[config.mk]
export PLATFORM = sky130hd
export DESIGN_NAME = bram_port_arbiter
export DESIGN_NICKNAME = d
export VERILOG_FILES = /design/src/rtl/bram_arb_pkg.sv /design/src/rtl/rd_valid_pipe.sv /design/src/rtl/bram_port_arbiter.sv
export SDC_FILE = /design/constraint.sdc
export NUM_CORES = 1
export LEC_CHECK = 0
export CAP_MARGIN = 20
export CORE_MARGIN = 5
export CORE_UTILIZATION = 27
export CTS_CLUSTER_SIZE = 28
export DETAILED_ROUTE_END_ITERATION = 10
export PLACE_DENSITY = 0.88
export SETUP_SLACK_MARGIN = 0.4
export SLEW_MARGIN = 10
export SYNTH_ARGS = -nofsm -noshare
export SYNTH_HDL_FRONTEND = slang
export SYNTH_SLANG_ARGS = --single-unit
[constraint.sdc]
create_clock -name clk -period 5.3 [get_ports clk]
set_clock_uncertainty 0.05 [all_clocks]
set_input_delay 1.06 -clock clk [delete_from_list [all_inputs] [get_ports clk]]
set_output_delay 1.06 -clock clk [all_outputs]
set_load 0.02 [all_outputs]
[src/rtl/bram_arb_pkg.sv]
// bram_arb_pkg: shared state encoding, default widths and counter sizing for the BRAM port arbiter.
package bram_arb_pkg;
  typedef enum logic [1:0] {
    IDLE  = 2'd0,
    OWN_W = 2'd1,
    OWN_R = 2'd2
  } state_t;
  localparam int ADDR_W_DEF    = 32;
  localparam int DATA_W_DEF    = 8;
  localparam int RD_LAT_DEF    = 1;
  localparam int MAX_BURST_DEF = 16;
  function automatic int cnt_w(input int m);
    return (m < 2) ? 1 : $clog2(m + 1);
  endfunction
endpackage

[src/rtl/rd_valid_pipe.sv]
// rd_valid_pipe: RD_LAT-deep valid shift register tracking reads in flight inside the BRAM.
module rd_valid_pipe #(
  parameter int RD_LAT = 1
) (
  input  logic clk,
  input  logic reset,
  input  logic issue,
  output logic valid
);
  logic [RD_LAT-1:0] sr;
  always_ff @(posedge clk or posedge reset) begin
    if (reset) sr <= '0;
    else       sr <= RD_LAT'({sr, issue});
  end
  assign valid = sr[RD_LAT-1];
endmodule

[src/rtl/bram_port_arbiter.sv]
// bram_port_arbiter: writer-priority request/grant arbiter for one BRAM port with bounded bursts
// and a read-valid pipeline matched to BRAM latency.
module bram_port_arbiter
  import bram_arb_pkg::*;
#(
  parameter int ADDR_W    = ADDR_W_DEF,
  parameter int DATA_W    = DATA_W_DEF,
  parameter int RD_LAT    = RD_LAT_DEF,
  parameter int MAX_BURST = MAX_BURST_DEF
) (
  input  logic              clk,
  input  logic              reset,
  input  logic              w_req,
  output logic              w_gnt,
  input  logic              w_ena,
  input  logic              w_wea,
  input  logic [ADDR_W-1:0] w_addr,
  input  logic [DATA_W-1:0] w_din,
  input  logic              r_req,
  output logic              r_gnt,
  input  logic              r_ena,
  input  logic [ADDR_W-1:0] r_addr,
  output logic [DATA_W-1:0] r_dout,
  output logic              r_dvalid,
  output logic              bram_ena,
  output logic              bram_wea,
  output logic [ADDR_W-1:0] bram_addr,
  output logic [DATA_W-1:0] bram_din,
  input  logic [DATA_W-1:0] bram_dout,
  output logic              err_drop
);
  localparam int CW = cnt_w(MAX_BURST);
  localparam logic [CW-1:0] MAX_C = CW'(MAX_BURST);
  localparam bit PREEMPT = MAX_BURST != 0;

  state_t state, state_nxt;
  logic [CW-1:0] cnt, cnt_nxt;
  logic own_w, own_r, inc, full;

  assign own_w = state == OWN_W;
  assign own_r = state == OWN_R;
  assign w_gnt = own_w;
  assign r_gnt = own_r;
  assign inc   = own_w ? w_ena : own_r ? r_ena : 1'b0;
  // Looks one access ahead so the handover lands on the edge of the MAX_BURST-th access.
  assign full  = PREEMPT && (cnt == MAX_C || (inc && cnt == MAX_C - 1'b1));

  always_comb begin
    state_nxt = state;
    unique case (state)
      IDLE:    state_nxt = w_req ? OWN_W : r_req ? OWN_R : IDLE;
      OWN_W:   state_nxt = !w_req ? (r_req ? OWN_R : IDLE) : (full && r_req) ? OWN_R : OWN_W;
      OWN_R:   state_nxt = !r_req ? (w_req ? OWN_W : IDLE) : (full && w_req) ? OWN_W : OWN_R;
      default: state_nxt = IDLE;
    endcase
    cnt_nxt = (state_nxt != state) ? '0 : (PREEMPT && inc && cnt != MAX_C) ? cnt + 1'b1 : cnt;
  end

  always_ff @(posedge clk or posedge reset) begin
    if (reset) begin
      state    <= IDLE;
      cnt      <= '0;
      err_drop <= 1'b0;
    end else begin
      state    <= state_nxt;
      cnt      <= cnt_nxt;
      err_drop <= err_drop | (w_ena & ~own_w) | (r_ena & ~own_r);
    end
  end

  always_comb begin
    bram_ena  = own_w ? w_ena  : own_r ? r_ena  : 1'b0;
    bram_wea  = own_w & w_wea;
    bram_addr = own_w ? w_addr : own_r ? r_addr : '0;
    bram_din  = own_w ? w_din  : '0;
  end

  assign r_dout = bram_dout;

  rd_valid_pipe #(.RD_LAT(RD_LAT)) u_rd_valid_pipe (
    .clk   (clk),
    .reset (reset),
    .issue (r_ena & own_r),
    .valid (r_dvalid)
  );
endmodule
==> summary.txt <==
Global route
  • Pin count of the biggest net entering global routing: 44
  • Global-route total usage across every layer: 0.1790
  • Initial antenna violation count: 0
  • Vias in the first global route: 1237
  • First-pass GRT wire length: 7093 µm
  • Global route total overflow: 0

Layout
  • # fillers: just over 300
  • Final core utilization: 0.6210
  • N_diodes: 0
  • Layout Nets: between 300 and 400
  • Multi-input gate area: ~660 µm²
  • Area grow syn2layout: 122.4%
  • Fraction of layout cells with a size suffix above 1: 0.04310
  • FF+latch area: approximately 230 µm²

Floorplanning
  • Core Box Area: 0.003661 mm²
  • Chip Width: roughly 70 µm
  • Ports: about 140
  • Initial Utilization: 0.2792
  • Die Y: 71.53 µm
  • Die Area: about 0.005 mm²
  • FP Rows: 22

Routing
  • Iter 0 DRT Violations: 40
  • Antenna viol nets, final: 0
  • Via density: 4.836
  • Drt pass-1 iters: 4
  • Remaining DRCs: 0
  • DR vias: 1354
  • Wire per inst: approximately 18 µm
  • Drt total wl: 4940 µm

Pwr
  • VDD IR-drop max: around 0.00017 V
  • Power Density: between 150 and 200 mW/mm²
  • LEAKAGE: 0.0009175 µW

Setup path
  • Max stage delay cell, worst path: clkdlybuf4s50_1
  • Top Family by Delay on Critical Path: buffers and inverters
  • Bufs and invs on worst path: 2
  • Levels on crit path: 4
  • R2R depth: 6
  • CP Launch Type: input port
  • Peak fanout along the critical path: 5
  • Max incr delay on CP: 630 ps
  • Critical-path cell list: clkdlybuf4s50_1, nand3b_1, nand2_1, clkdlybuf4s50_1
  • Cell mode on critical path: clkdlybuf4s50_1
  • Crit Path Category: input port to primary output
  • CP Capture Type: primary output
  • Worst endpoint required time: 4190 ps
  • Worst path arrival time: approximately 2600 ps

Clocking
  • Clk sinks: 9
  • CTS tree: done
  • Worst-path clk slew: roughly 50 ps
  • Cts bufs inserted: 3
  • Cts hold-fix bufs: 0
  • CTS resizes: 0
  • Post-CTS setup buffers: 0
  • H-tree depth: 1
  • Root buffer cell: clkbuf_8
  • Clk Latency, worst-skew pair: roughly 240 ps
  • Clock buffer depth: 2

Outcome
  • Status: complete, no violations

STA
  • Endpoints failing setup: 0
  • Setup TNS: 0 ps
  • Final Cycle Share: 0.6932
  • Slew headroom: 0.7449
  • Slew Viols, Final: 0
  • Worst slew pin tran: around 380 ps
  • Fin crit period: around 3700 ps
  • Max Clock Freq: between 0.2 and 0.3 GHz
  • Fin. Hold Viols: 0
  • Unrepaired setup endpoints after global routing: no

Synth
  • Yosys top cell area share: 0.2742
  • Post-Syn Area: 0.001022 mm²
  • Mapped Cells: 120
  • Count of different cell masters after synthesis: 33
  • Synth warn: 0
  • Area leader, netlist: a22o_1
  • FF+latch count, synth: 9
  • Register area share after synthesis: 0.2203
  • Synthesized net count: between 200 and 250
  • Largest cells by area after synthesis: a22o_1 27%, dfrtp_1 22%, buf_4 6.6%
  • Synthesized area per cell: between 8 and 9 µm²

Run
  • Max Cap Viol: 0

Placed design
  • DP HPWL: ~4300 µm
  • Final GP Congestion: 0.9039
  • Buffers on Ports: 124

Worst hold path
  • Worst Hold Depth: 1
  • Worst Hold Class: register to register
==> final cells by class <==
class,count,area share
Sequential cell,9,0.09906
Timing Repair Buffer,126,0.5526
Inverter,7,0.01156
Multi-Input combinational cell,86,0.2906
Clock buffer,4,0.01981
Tap cell,48,0.02642
==> Yosys cell counts <==
cell	number
a22o_1	32
and2_1	9
buf_4	9
dfrtp_1	9
nand2_1	8
clkbuf_1	7
inv_1	7
nor2_1	5
a21oi_1	4
ha_1	3
nand3b_1	3
xnor2_1	3
a21bo_2	1
a21boi_1	1
a21o_1	1
a22oi_2	1
a311oi_1	1
a311oi_2	1
a31oi_1	1
a32oi_1	1
and2b_1	1
and3_1	1
and4bb_2	1
buf_2	1
buf_6	1
mux2i_1	1
nand3_1	1
nand4bb_1	1
nor2b_2	1
o211a_1	1
o21ai_0	1
o21bai_1	1
o31a_1	1
==> placed cells by master (no fill, tap or decap), types with 2 or more instances in the layout <==
cell               n
a21oi_1            4
a22o_1            32
and2_1             9
buf_4              2
clkbuf_8           3
clkdlybuf4s50_1  124
dfrtp_1            9
ha_1               3
inv_1              7
nand2_1            8
nand3b_1           3
nor2_1             5
xnor2_1            3
==> worst paths after layout <==
check / start / endpoint / slack (ps)
max reg2reg: cnt[0]$_DFFE_PP0P_ / cnt[4]$_DFFE_PP0P_ / 3320
max in group asynchronous: reset / state[1]$_DFF_PP0_ / 3880
min: err_drop$_DFF_PP0_ / err_drop$_DFF_PP0_ / 410
min in group asynchronous: reset / u_rd_valid_pipe.valid$_DFF_PP0_ / 1050
min reg2reg: err_drop$_DFF_PP0_ / err_drop$_DFF_PP0_ / 410
max: r_ena / bram_ena / 1630
==> metrics by stage <==
stage                     hold WS, ps  instance area [µm²]  total power (µW)  setup slack (ps)  cells
after floorplan                 480.0                 1022             215.4              2728    120
after global placement          394.7                 2228             344.4              1669    276
after detailed placement        399.1                 2228             348.3              1638    276
after CTS                       409.7                 2273             429.9              1622    280
after global routing            448.4                 2273             448.3              1559    280
final                           406.3                 2273             425.5              1626    280
==> power by group <==
group | internal (µW) | leakage, µW | switching (µW)
logic | 149 | 0.000778 | 116
clock network | 52.4 | 0.0000228 | 27.3
registers | 73.4 | 0.000116 | 6.87
total | 275 | 0.000918 | 150
==> routing by layer <==
metal  up-vias  part of all wire  global-route usage
li1        662                 -                   -
met1       619              0.38              0.2005
met2        62              0.52              0.3255
met3        11             0.076             0.04348
met4         0             0.021             0.06472
met5         -                 0                   0
==> registers in the layout, indices dropped and copies added, names as in the netlist <==
signal                 cells
err_drop                   1
cnt                        5
u_rd_valid_pipe.valid      1
state                      2
==> logic make-up (layout without fill, tap and decap cells) <==
logic type | after synthesis | after routing | synth area share
AND/OR/NAND/NOR | 31 | 31 | 0.1750
multiplexers | 1 | 1 | 0.009792
buffers and inverters | 25 | 137 | 0.1334
adder cells (fa/ha/maj) | 3 | 3 | 0.03672
AO/OA/AOI/OAI | 48 | 48 | 0.3990
flip-flops | 9 | 9 | 0.2203
XOR/XNOR | 3 | 3 | 0.02571
Power figures use the tool's default switching activity.
